===== src/rtl/vpu_pkg.sv =====
// Shared types for the VPU instruction scheduler: instruction field layout,
// opcode constants and the scheduler state encoding.
package vpu_pkg;

  localparam logic [3:0] OP_NOP = 4'd0;

  typedef struct packed {
    logic [7:0] rsvd;
    logic [4:0] cnst;
    logic [4:0] c;
    logic [4:0] b;
    logic [4:0] a;
    logic [3:0] op;
  } inst_t;

  typedef enum logic [1:0] {
    IDLE   = 2'd0,
    ISSUE  = 2'd1,
    BUSY   = 2'd2,
    RETIRE = 2'd3
  } sched_state_t;

  function automatic logic is_nop(input logic [3:0] op);
    return op == OP_NOP;
  endfunction

endpackage


===== src/rtl/vpu_sched_if.sv =====
// Host-side instruction push and VPU-side issue handshake of the scheduler.
// master = host/VPU environment, slave = vpu_sched.
interface vpu_sched_if #(
  parameter int INST_W = 32
);
  logic              in_valid;
  logic [INST_W-1:0] in_inst;
  logic              in_ready;
  logic              flush;
  logic [INST_W-1:0] vpu_inst;
  logic              vpu_mem_rdy;
  logic              vpu_mem_read_en;
  logic              vpu_mem_write_en;
  logic              vpu_done;

  modport master (
    output in_valid, in_inst, flush, vpu_done,
    input  in_ready, vpu_inst, vpu_mem_rdy, vpu_mem_read_en, vpu_mem_write_en
  );

  modport slave (
    input  in_valid, in_inst, flush, vpu_done,
    output in_ready, vpu_inst, vpu_mem_rdy, vpu_mem_read_en, vpu_mem_write_en
  );
endinterface


===== src/rtl/vpu_inst_fifo.sv =====
// Instruction FIFO with no bypass; flush can keep the head entry when it has
// already been issued to the VPU.
module vpu_inst_fifo #(
  parameter int DEPTH  = 4,
  parameter int INST_W = 32,
  localparam int AW    = $clog2(DEPTH),
  localparam int CW    = AW + 1
) (
  input  logic              clk,
  input  logic              rst,
  input  logic              push,
  input  logic              pop,
  input  logic              flush,
  input  logic              keep_head,
  input  logic [INST_W-1:0] din,
  output logic [INST_W-1:0] dout,
  output logic              full,
  output logic              empty,
  output logic [CW-1:0]     count
);

  logic [DEPTH-1:0][INST_W-1:0] mem;
  logic [AW-1:0] rptr, wptr, rptr_nx;
  logic          do_push, do_pop, keep;

  assign full    = (count == CW'(DEPTH));
  assign empty   = (count == '0);
  assign dout    = mem[rptr];
  assign do_push = push && !full && !flush;
  assign do_pop  = pop && !empty;
  assign rptr_nx = do_pop ? rptr + AW'(1) : rptr;
  // An issued head survives a flush unless it is retiring this very cycle.
  assign keep    = keep_head && !do_pop && !empty;

  always_ff @(posedge clk or negedge rst) begin
    if (!rst) begin
      rptr  <= '0;
      wptr  <= '0;
      count <= '0;
    end else if (flush) begin
      rptr  <= rptr_nx;
      wptr  <= keep ? rptr_nx + AW'(1) : rptr_nx;
      count <= keep ? CW'(1) : '0;
    end else begin
      rptr <= rptr_nx;
      if (do_push) wptr <= wptr + AW'(1);
      case ({do_push, do_pop})
        2'b10:   count <= count + CW'(1);
        2'b01:   count <= count - CW'(1);
        default: count <= count;
      endcase
    end
  end

  always_ff @(posedge clk) begin
    if (do_push) mem[wptr] <= din;
  end

endmodule


===== src/rtl/vpu_sched.sv =====
// VPU instruction scheduler: queues host instructions, retires NOPs locally,
// issues the rest to the VPU one at a time. Optional watchdog: VPU_SCHED_WDOG_EN.
module vpu_sched
  import vpu_pkg::*;
#(
  parameter int DEPTH   = 4,
  parameter int INST_W  = 32,
  parameter int CNT_W   = 16,
  parameter int TIMEOUT = 64
) (
  input  logic                     clk,
  input  logic                     rst,
  vpu_sched_if.slave               bus,
  output logic                     busy,
  output logic [$clog2(DEPTH):0]   fifo_count,
  output logic [CNT_W-1:0]         retired_cnt,
  output logic                     err_timeout
);

  if ((DEPTH < 2) || ((DEPTH & (DEPTH - 1)) != 0) || (TIMEOUT < 1)) begin : g_param_chk
    $error("vpu_sched: DEPTH must be a power of 2 >= 2 and TIMEOUT >= 1");
  end

  sched_state_t      state;
  logic [INST_W-1:0] head, inst_q;
  logic              full, empty;
  logic              start, nop_pop, ret_pop, wd_hit, pop;
  logic              rdy_q, rd_q, wr_q;

  // NOP retirement and issue both wait out a flush so a discarded head is
  // never counted or sent to the VPU.
  assign nop_pop = (state == IDLE) && !empty && !bus.flush && is_nop(head[3:0]);
  assign start   = (state == IDLE) && !empty && !bus.flush && !is_nop(head[3:0]);
  assign ret_pop = (state == RETIRE);
  assign pop     = nop_pop || ret_pop || wd_hit;

  assign bus.in_ready         = !full && !bus.flush;
  assign bus.vpu_inst         = inst_q;
  assign bus.vpu_mem_rdy      = rdy_q;
  assign bus.vpu_mem_read_en  = rd_q;
  assign bus.vpu_mem_write_en = wr_q;
  assign busy                 = (state != IDLE);

  vpu_inst_fifo #(.DEPTH(DEPTH), .INST_W(INST_W)) u_fifo (
    .clk       (clk),
    .rst       (rst),
    .push      (bus.in_valid),
    .pop       (pop),
    .flush     (bus.flush),
    .keep_head (state != IDLE),
    .din       (bus.in_inst),
    .dout      (head),
    .full      (full),
    .empty     (empty),
    .count     (fifo_count)
  );

  always_ff @(posedge clk or negedge rst) begin
    if (!rst) begin
      state  <= IDLE;
      inst_q <= '0;
      rdy_q  <= 1'b0;
      rd_q   <= 1'b0;
      wr_q   <= 1'b0;
    end else begin
      case (state)
        IDLE: if (start) begin
          state  <= ISSUE;
          inst_q <= head;
          rdy_q  <= 1'b1;
          rd_q   <= 1'b1;
          wr_q   <= 1'b1;
        end
        ISSUE: begin
          state <= BUSY;
          rdy_q <= 1'b0;
        end
        BUSY: if (bus.vpu_done) begin
          state <= RETIRE;
          rd_q  <= 1'b0;
          wr_q  <= 1'b0;
        end else if (wd_hit) begin
          state  <= IDLE;
          inst_q <= '0;
          rd_q   <= 1'b0;
          wr_q   <= 1'b0;
        end
        RETIRE: begin
          state  <= IDLE;
          inst_q <= '0;
        end
        default: state <= IDLE;
      endcase
    end
  end

  always_ff @(posedge clk or negedge rst) begin
    if (!rst)                    retired_cnt <= '0;
    else if (nop_pop || ret_pop) retired_cnt <= retired_cnt + CNT_W'(1);
  end

`ifdef VPU_SCHED_WDOG_EN
  localparam int WD_W = $clog2(TIMEOUT + 1);
  logic [WD_W-1:0] wd_cnt;
  logic            err_q;

  // Fires on the TIMEOUT-th BUSY cycle without vpu_done; done wins a tie.
  assign wd_hit      = (state == BUSY) && !bus.vpu_done && (wd_cnt == WD_W'(TIMEOUT - 1));
  assign err_timeout = err_q;

  always_ff @(posedge clk or negedge rst) begin
    if (!rst) begin
      wd_cnt <= '0;
      err_q  <= 1'b0;
    end else begin
      if (state == ISSUE)                wd_cnt <= '0;
      else if (state == BUSY && !wd_hit) wd_cnt <= wd_cnt + WD_W'(1);
      err_q <= wd_hit || (err_q && !bus.flush);
    end
  end
`else
  assign wd_hit      = 1'b0;
  assign err_timeout = 1'b0;
`endif

endmodule

===== src/flat_wrapper.sv =====
// flat-port wrapper written by rule: the top's interface ports become plain ports
module vpu_sched_flat import vpu_pkg::*;
#(
  parameter int DEPTH   = 4,
  parameter int INST_W  = 32,
  parameter int CNT_W   = 16,
  parameter int TIMEOUT = 64
)
  (clk, rst, busy, fifo_count, retired_cnt, err_timeout, bus_in_valid, bus_in_inst, bus_flush, bus_vpu_done, bus_in_ready, bus_vpu_inst, bus_vpu_mem_rdy, bus_vpu_mem_read_en, bus_vpu_mem_write_en);
  vpu_sched_if #(.INST_W(INST_W)) bus_i ();
  input  logic clk;
  input  logic rst;
  output logic busy;
  output logic [$clog2(DEPTH):0] fifo_count;
  output logic [CNT_W-1:0] retired_cnt;
  output logic err_timeout;
  input wire logic [$bits(bus_i.in_valid)-1:0] bus_in_valid;
  input wire logic [$bits(bus_i.in_inst)-1:0] bus_in_inst;
  input wire logic [$bits(bus_i.flush)-1:0] bus_flush;
  input wire logic [$bits(bus_i.vpu_done)-1:0] bus_vpu_done;
  output wire logic [$bits(bus_i.in_ready)-1:0] bus_in_ready;
  output wire logic [$bits(bus_i.vpu_inst)-1:0] bus_vpu_inst;
  output wire logic [$bits(bus_i.vpu_mem_rdy)-1:0] bus_vpu_mem_rdy;
  output wire logic [$bits(bus_i.vpu_mem_read_en)-1:0] bus_vpu_mem_read_en;
  output wire logic [$bits(bus_i.vpu_mem_write_en)-1:0] bus_vpu_mem_write_en;
  assign bus_i.in_valid = bus_in_valid;
  assign bus_i.in_inst = bus_in_inst;
  assign bus_i.flush = bus_flush;
  assign bus_i.vpu_done = bus_vpu_done;
  assign bus_in_ready = bus_i.in_ready;
  assign bus_vpu_inst = bus_i.vpu_inst;
  assign bus_vpu_mem_rdy = bus_i.vpu_mem_rdy;
  assign bus_vpu_mem_read_en = bus_i.vpu_mem_read_en;
  assign bus_vpu_mem_write_en = bus_i.vpu_mem_write_en;
  vpu_sched #(.DEPTH(DEPTH), .INST_W(INST_W), .CNT_W(CNT_W), .TIMEOUT(TIMEOUT)) u_core (.clk(clk), .rst(rst), .bus(bus_i), .busy(busy), .fifo_count(fifo_count), .retired_cnt(retired_cnt), .err_timeout(err_timeout));
endmodule

===== config.mk =====
export PLATFORM = sky130hd
export DESIGN_NAME = vpu_sched_flat
export DESIGN_NICKNAME = d
export VERILOG_FILES = /design/src/rtl/vpu_pkg.sv /design/src/rtl/vpu_sched_if.sv /design/src/rtl/vpu_inst_fifo.sv /design/src/rtl/vpu_sched.sv /design/src/flat_wrapper.sv
export SDC_FILE = /design/constraint.sdc
export NUM_CORES = 1
export LEC_CHECK = 0
export CAP_MARGIN = 20
export CORE_MARGIN = 2
export CORE_UTILIZATION = 30
export CTS_CLUSTER_DIAMETER = 80
export DETAILED_ROUTE_END_ITERATION = 10
export GPL_ROUTABILITY_DRIVEN = 0
export PLACE_DENSITY = 0.47
export SYNTH_ARGS = -nofsm -noshare
export SYNTH_HDL_FRONTEND = slang
export SYNTH_SLANG_ARGS = --single-unit

===== constraint.sdc =====
create_clock -name clk -period 3.1 [get_ports clk]
set_input_delay 0.62 -clock clk [delete_from_list [all_inputs] [get_ports clk]]
set_output_delay 0.62 -clock clk [all_outputs]
set_load 0.05 [all_outputs]

==> summary.md, run 1 <==
The first detailed-routing pass ran for 4 iterations. STA classifies the critical path endpoint as a primary output. Data on the critical path is required at its endpoint by 2.48 ns. Of the synthesized area, sequential elements account for 72.3%. After global routing the overflow that remains totals 0.

Floorplan die area: 0.0258 mm2. The met2 wire length was 7890 um; the post-detailed-placement half-perimeter wirelength was 9520 um. The count of nets left with antenna violations once routing finished came out at 0. The maximum VDD drop came out at 0.000488 V. After clock tree synthesis, the flow added hold-fix buffers numbering 0. For the number of DRC violations after detailed-routing iteration 0, the log shows 284.

The highest layer used for signal routing is met4. Input and output buffers added on the ports amount to 92. The number of vias in the routed layout was 4029; the portion of synthesized cell area occupied by the leading cell type was 52.2%. Fraction of synthesis flops using an asynchronous set or reset pin: 31.6%. Broken down by cell family, the worst path's largest delay share belongs to buffers and inverters. Number of inserted filler cells in the final layout: 2236.

The tools report the number of warnings printed during yosys synthesis as 0. Setup repair after global routing left no endpoint under its margin. The type of origin of the critical path was a register. For the number of global-route vias before repair, the log shows 4286. Among all flip-flop cells after synthesis, the most frequent one is edfxtp_1. The setup TNS came out at 0 ns.

The floorplan step defined a core boundary enclosing 0.0242 mm2. The top-level I/O count is 94. Data on the critical path arrives at its endpoint at 2.31 ns.

Highest-delay cell along the critical path: clkdlybuf4s50_1. The tool flagged a number of max-cap violations equal to 0. The placed instances occupy a cell area of 0.00877 mm2. The floorplan has 57 rows. For the number of antenna violations at the first check in global routing, the log shows 1. The peak clock frequency supported by timing is 342 MHz, and the count of endpoints failing hold in the final timing report is 0. The maximum net fanout on the critical path is 5, and the antenna cell count is 0.

Global routing consumed, over all layers together, 13.2% of the routing resources. The worst slew margin relative to its limit came out at 40.7%. The start-to-end type of the worst setup path is reg2out.

In the final routed layout, each cell accounts on average for 19.6 um. The layout net count was 562; the total power density per cell area was 977 mW/mm2. The area growth from synthesis to layout is 26.8%. The synthesized flop and latch total was 187. The post-route fraction of the period consumed by the critical path was 94.4%. The analysis attributes to cell leakage a power of 0.00335 uW. The die is 161 um tall.

The final setup violation count is 0. The commonest cells after synthesis are edfxtp_1, dfrtp_1, a22o_1, mux4_2. In the detailed route, the total length drawn on met3 is 851 um. Yosys mapped a number of flops with a built-in enable equal to 128.

The flow ran to the end, and the final reports show no timing, DRC or antenna violations. For the pin with the worst max-slew slack, the measured transition is 0.889 ns. The minimum clock period is 2.93 ns, and the total nets after synthesis is 457. The post-route netlist has 18.4% of its cells at a drive strength greater than 1.

For the post-route cell area, the log shows 0.00933 mm2. Of all cell types, the one taking the most synthesized area is edfxtp_1. The final routed DRC violation total was 0; the number of pins with negative max-slew slack in the final report was 0. For this design, the sink count on the clock tree is 187. The cell with the most instances after synthesis is edfxtp_1. The average instance in the mapped netlist occupies 18.0 um2. The clock input transition at the sequential cells of the worst setup and hold paths came out at 0.07 ns. The root buffer cell chosen for the clock tree is clkbuf_16. After detailed routing, the total wire length is 16600 um. Summing all flip-flop and latch instances after layout gives 0.00533 mm2.

In this run, post-CTS repair resized a total of 0 instances. The critical path goes through inv_1 -> ha_1 -> inv_1 -> clkdlybuf4s50_1. The final core area utilization is 38.6%, and the multi-input combinational cell area is 0.00193 mm2. Synthesis instantiated 45 different standard cells from the library. The detailed-route vias per instance was 4.73; the worst path buffer plus inverter count was 3. The wire length of the first global-routing pass is 25500 um. The cell area after technology mapping was 0.00736 mm2; the longest individual stage delay on the worst path was 0.87 ns. The tools report the initial standard-cell utilization of the core as 30.4%. The pin count of the biggest net entering global routing came out at 60.

Clock latency on the worst-skew pair, taken at its later pin, is 0.44 ns. Counting every instance in the synthesized netlist gives 409. TritonCTS built the clock tree. Deepest clock path buffer count: 2. The die is 161 um wide. For the final database, setup skew stands at 0.0145 ns. In the post-synthesis netlist, the biggest area contributors are edfxtp_1, dfrtp_1, mux4_2. TritonCTS created 17 clock buffers. For this block, wires on met1 add up to 7800 um.

The library cell appearing most often on the critical path is inv_1. Overall power consumption after layout is estimated at 9120 uW. Once the clock tree was built, the setup fixing pass inserted 0 buffers. The H-tree was split into 4 levels.

The min-delay analysis places its worst path in the category in2async.
per-layer routing:
layer	track usage [%]	up-vias
met5	0	-
met4	3.07	0
met3	4.24	11
met2	21.3	92
met1	17.6	2105
li1	-	1821
area by class of cell:
class,count,share of cell area (%)
Sequential cell,187,57.1
Multi-Input combinational cell,192,20.7
Timing Repair Buffer,108,11.6
Clock buffer,18,4.60
Tap cell,324,4.34
Clock inverter,14,1.39
Inverter,8,0.322
power by group:
group | switching [uW] | internal (uW)
logic | 2130 | 1400
registers | 353 | 3160
clock network | 1020 | 1060
total | 3500 | 5620
cells by family after synthesis:
family	Yosys count	share of synthesized area, %
XOR/XNOR	20	2.38
other	1	0.0509
multiplexers	36	10.4
AO/OA/AOI/OAI	60	6.44
AND/OR/NAND/NOR	63	4.64
flip-flops	187	72.3
adder cells (fa/ha/maj)	11	1.97
buffers and inverters	31	1.89
layout by cell type (no fill, tap or decap), drive strengths merged, types with 3 or more instances in the layout:
| master | Yosys | final |
|---|---|---|
| ha | 10 | 10 |
| clkbuf | 14 | 18 |
| and2 | 4 | 4 |
| nor2 | 10 | 10 |
| nand2 | 14 | 14 |
| clkdlybuf4s50 | 0 | 90 |
| buf | 9 | 18 |
| a21oi | 9 | 10 |
| inv | 8 | 17 |
| dfrtp | 59 | 59 |
| xor2 | 6 | 6 |
| and3 | 6 | 6 |
| mux4 | 32 | 32 |
| edfxtp | 128 | 128 |
| nand4 | 10 | 10 |
| xnor2 | 14 | 14 |
| mux2i | 3 | 3 |
| nand3 | 5 | 5 |
| a22o | 32 | 32 |
| nor3 | 5 | 5 |
| clkinv | 0 | 4 |
| a31oi | 5 | 5 |
registers in the layout, indices dropped and copies added (netlist names):
register                    count
u_core.retired_cnt             16
u_core.bus.vpu_inst            32
u_core.u_fifo.rptr              2
u_core.state                    2
u_core.u_fifo.wptr              2
u_core.bus.vpu_mem_rdy          1
u_core.u_fifo.count             3
u_core.bus.vpu_mem_read_en      1
u_core.u_fifo.mem             128
worst register-to-register path: stages, from the launching register on:
cell     delay, ns
dfrtp_2       0.46
mux4_2        0.57
nor4_4        0.42
a31o_2        0.22
nand2_1       0.09
nor2_1        0.16
fa_1          0.25
a31oi_1       0.10
mux2i_1       0.15
mux2_2        0.34
worst paths after layout:
check	startpoint	endpoint	slack, ns	cells after the start
max	u_core.state[0]$_DFFE_PN0P_	busy	0.17	4
min in group clk	u_core.retired_cnt[15]$_DFFE_PN0N_	u_core.retired_cnt[15]$_DFFE_PN0N_	0.46	1
min	rst	u_core.retired_cnt[4]$_DFFE_PN0N_	0.30	1
max in group asynchronous	rst	u_core.u_fifo.rptr[1]$_DFF_PN0_	2.22	1
min reg2reg	u_core.retired_cnt[15]$_DFFE_PN0N_	u_core.retired_cnt[15]$_DFFE_PN0N_	0.46	1
max reg2reg	u_core.u_fifo.rptr[0]$_DFF_PN0_	u_core.u_fifo.count[2]$_DFFE_PN0P_	0.23	9
through the flow:
step                      instances  worst slack, ns  hold WS, ns
after floorplan                 409           0.0382        0.324
after global placement          818            0.113        0.455
after detailed placement        818           0.0873        0.461
after CTS                       850            0.130        0.327
after global routing            851           0.0535        0.351
final                           851            0.173        0.297
Power figures use the tool's default switching activity.
==> inputs of run 2 (changes only) <==
--- a/config.mk
+++ b/config.mk
@@ -5,10 +5,11 @@
 export SDC_FILE = /design/constraint.sdc
 export NUM_CORES = 1
 export LEC_CHECK = 0
+export ABC_AREA = 1
 export CAP_MARGIN = 20
 export CORE_MARGIN = 2
 export CORE_UTILIZATION = 30
-export CTS_CLUSTER_DIAMETER = 80
+export CTS_CLUSTER_DIAMETER = 30
 export DETAILED_ROUTE_END_ITERATION = 10
 export GPL_ROUTABILITY_DRIVEN = 0
 export PLACE_DENSITY = 0.47
==> run 2 against run 1 <==
  * Worst setup slack improved by 0.13 ns
  * Global-route usage rose by 0.80 points
  * Fmax rose by 4.8%
  * Flip-flop and latch count did not move
  * Count of clock-buffer cells in the layout rose by 1
  * Utilization fell by 0.31 points
  * Sequential share of layout area fell by 1.6 points
  * Non-clock buffer count rose by 6
  * Area after synthesis rose by 3.3%
  * First-iteration DRC count fell by 9.5%
  * Register-to-register slack improved by 0.45 ns
==> summary.md, run 2 <==
The first global-routing pass estimated 28200 um of wire. Buffer type at the clock tree root: clkbuf_16. edfxtp_1 takes more of the synthesized area than any other cell. The commonest cells after synthesis are nand2_1, edfxtp_1, dfrtp_1.

For this design, the CTS-stage hold fixing added 0 buffers. OpenSTA, run right after detailed placement, puts the worst setup slack at 0.456 ns. The peak clock frequency supported by timing was 358 MHz; the final setup violation count was 0. The run finished with clean final reports. STA classifies the critical path startpoint as a register.

The worst reg-to-reg path cell count came out at 15. The deepest clock path buffer count is 2, and the x dimension of the die is 163 um. The data arrival time of the critical path was 2.17 ns; the portion of synthesized cell area occupied by the leading cell type was 50.6%. In this run the power density over the cells is 938 mW/mm2.

The run gives 17 as the clock buffer count from CTS. Cell internal power was estimated by the tool at 5340 uW. The floorplan step defined a core boundary enclosing 0.0250 mm2. For the finished layout, the period the worst path requires is 2.79 ns. The floorplan die area was 0.0266 mm2; the number of DRC violations after detailed-routing iteration 0 was 257. After detailed routing, the average wire length per cell comes to 16.9 um. The tools report the capturing point of the worst reg2reg path as u_core.u_fifo.count[2]$_DFFE_PN0P_. The post-detailed-placement half-perimeter wirelength is 11300 um, and the maximum net fanout on the critical path is 4. The final core area utilization is 38.3%, and the cell area after technology mapping is 0.00760 mm2. The final routed DRC violation total is 0, and the setup TNS is 0 ns. The layout net count came out at 772. The number of port buffers is 92, and the number of rows in the core area is 58. At the pin with the least slew margin, the transition time is 0.852 ns.

The clock latency reported for the late side of the worst-skew pair came out at 0.43 ns. By area the synthesized netlist is led by edfxtp_1, dfrtp_1, nand2_1. Total nets after synthesis: 671. The worst hold margin was 0.298 ns; the clock network fraction of total power was 22.5%. Dividing the final minimum period by the clock period gives 90.1%.

The number of antenna diodes in the final layout is 0. The tools report the clock net sink count as 187. Number of antenna violations at the first check in global routing: 1. The logs give 94 for the top-level I/O count and 0 for the number of buffers added for setup after CTS. The area growth from synthesis to final layout works out to 26.1%. Number of global-route vias before repair: 5173. The netlist uses 36 different library cells. The H-tree was split into 4 levels.

TritonCTS built the clock tree. For the worst setup path, the data required time is 2.48 ns. u_core.u_fifo.mem holds more flip-flops than any other register. In this run, synthesis inferred 128 flip-flops with an integrated enable. The tools report the number of warnings printed during yosys synthesis as 0. In the synthesized netlist the async set-or-reset flop fraction comes to 31.6%.

The run gives 18100 um as the overall routed net length. In this run the worst hold path is classified as in2async. The final worst setup slack was 0.308 ns. Leaving out fill and tap cells, the most frequent cells in the layout are nand2_1, edfxtp_1, clkdlybuf4s50_1.

The worst register-to-register path begins at u_core.u_fifo.rptr[0]$_DFF_PN0_. The number of flip-flops in the largest register is 128, and the maximum VDD drop is 0.000432 V. The leftover overflow at the end of global routing came out at 0.

Synthesis produced 623 cells. Setup repair after global routing left no endpoint under its margin. The initial standard-cell utilization of the core is 30.4%, and the post-cts repair resize count is 0. Entering global routing, the biggest net connects 37 pins. Cells with a size suffix above 1 make up 10.0% of the layout. Of the total power, the share spent switching nets is 40.6%. After clock tree synthesis, the clock-pin slew on the worst setup and hold paths is 0.07 ns. The number of pins with negative max-slew slack in the final report was 0. The count of maximum capacitance violations is 0, and the clock skew is 0.0116 ns. The part of the total power dissipated in combinational logic is 39.9%, and the detailed-route vias per instance is 4.75. The leakage power was 0.00358 uW; the synthesized flop and latch total was 187. The routed layout has 5071 vias. By startpoint and endpoint, the worst setup path is classified as reg2out. Total power for the finished layout comes to 8990 uW.

A synthesized cell averages 12.2 um2. The switching power is 3650 uW. The number of antenna-violating nets in the routed design came out at 0.

The proportion of synthesized chip area in sequential cells is 70.0%. By instance count, the leading cell after synthesis is nand2_1. Most frequently used flop master after synthesis: edfxtp_1.

The run gives 43.2% as the worst slew margin relative to its limit. The floorplan step set the die height to 163 um. STA classifies the critical path endpoint as a primary output. The first detailed-routing pass ran for 4 iterations. The all-layer global routing usage is 14.0%. Most common library cell in the layout ignoring fill and taps: nand2_1. Of the total power, registers draw 37.7%.

The register-to-register setup slack was 0.68 ns; the count of endpoints failing hold in the final timing report was 0.
run 2: cell count changes after synthesis, moves of 21 or more:
cell     previous run  this run
o21ai_1             0        28
a32o_1              0        26
mux4_2             32         0
nand2_1            14       140
o21ai_0             2        50
inv_1               8        29
a22o_1             32         0
run 2: final cells by class:
| cell class | count | area (um2) |
|---|---|---|
| Multi-Input combinational cell | 372 | 2040 |
| Inverter | 32 | 120 |
| Tap cell | 330 | 413 |
| Timing Repair Buffer | 114 | 1150 |
| Fill cell | 2400 | 15400 |
| Clock inverter | 13 | 111 |
| Sequential cell | 187 | 5320 |
| Clock buffer | 19 | 433 |
run 2: critical path, cell delays in order, from the launching register on:
cell,delay (ns)
dfrtp_1,0.38
inv_1,0.10
ha_1,0.22
inv_1,0.18
clkdlybuf4s50_1,0.88
run 2: power groups by stage:
stage                     sequential (uW)  combinational, uW  clock [uW]
after floorplan                      4030               1750           0
after global placement               3440               3570           0
after detailed placement             3450               3640           0
after CTS                            3400               3650        2070
after global routing                 3450               3910        2170
final                                3390               3580        2020
run 2: cells by family (layout without fill, tap and decap cells):
kind of cell	Yosys count	after routing	share of synthesized area, %
adder cells (fa/ha/maj)	11	11	1.91
XOR/XNOR	16	16	1.84
other	1	1	0.0493
AO/OA/AOI/OAI	137	137	10.8
buffers and inverters	64	178	3.64
AND/OR/NAND/NOR	207	207	11.7
flip-flops	187	187	70.0
run 2: how the worst max path moves through the flow:
stage,slack [ns],start,end
detailed placement,0.46,bus_flush,u_core.u_fifo.count[1]$_DFFE_PN0P_
global placement,0.48,bus_flush,u_core.u_fifo.count[2]$_DFFE_PN0P_
CTS,0.26,u_core.state[0]$_DFFE_PN0P_,busy
global route,0.20,u_core.state[1]$_DFFE_PN0P_,busy
floorplan,0.04,u_core.u_fifo.count[0]$_DFFE_PN0P_,u_core.u_fifo.mem[100]$_DFFE_PP_
finish,0.31,u_core.state[0]$_DFFE_PN0P_,busy
run 2: stage by stage:
step	instance area, um2	std cells
floorplan	7600	623
global route	9590	1067
finish	9590	1067
detailed placement	9040	1035
CTS	9590	1067
global placement	9040	1035
run 2: routing by layer:
metal	vias up	share of wire [%]	global-route usage, %
li1	2405	-	-
met2	122	51	25.5
met5	-	0.066	0
met1	2530	43	16.8
met3	12	5.1	3.33
met4	2	0.81	3.30
==> inputs of run 3 (changes only) <==
--- a/config.mk
+++ b/config.mk
@@ -12,6 +12,7 @@
 export CTS_CLUSTER_DIAMETER = 30
 export DETAILED_ROUTE_END_ITERATION = 10
 export GPL_ROUTABILITY_DRIVEN = 0
+export HOLD_SLACK_MARGIN = 0.08
 export PLACE_DENSITY = 0.47
 export SYNTH_ARGS = -nofsm -noshare
 export SYNTH_HDL_FRONTEND = slang
==> results of run 3 <==
No change in the layout: final DEF, timing and power equal those of run 2.
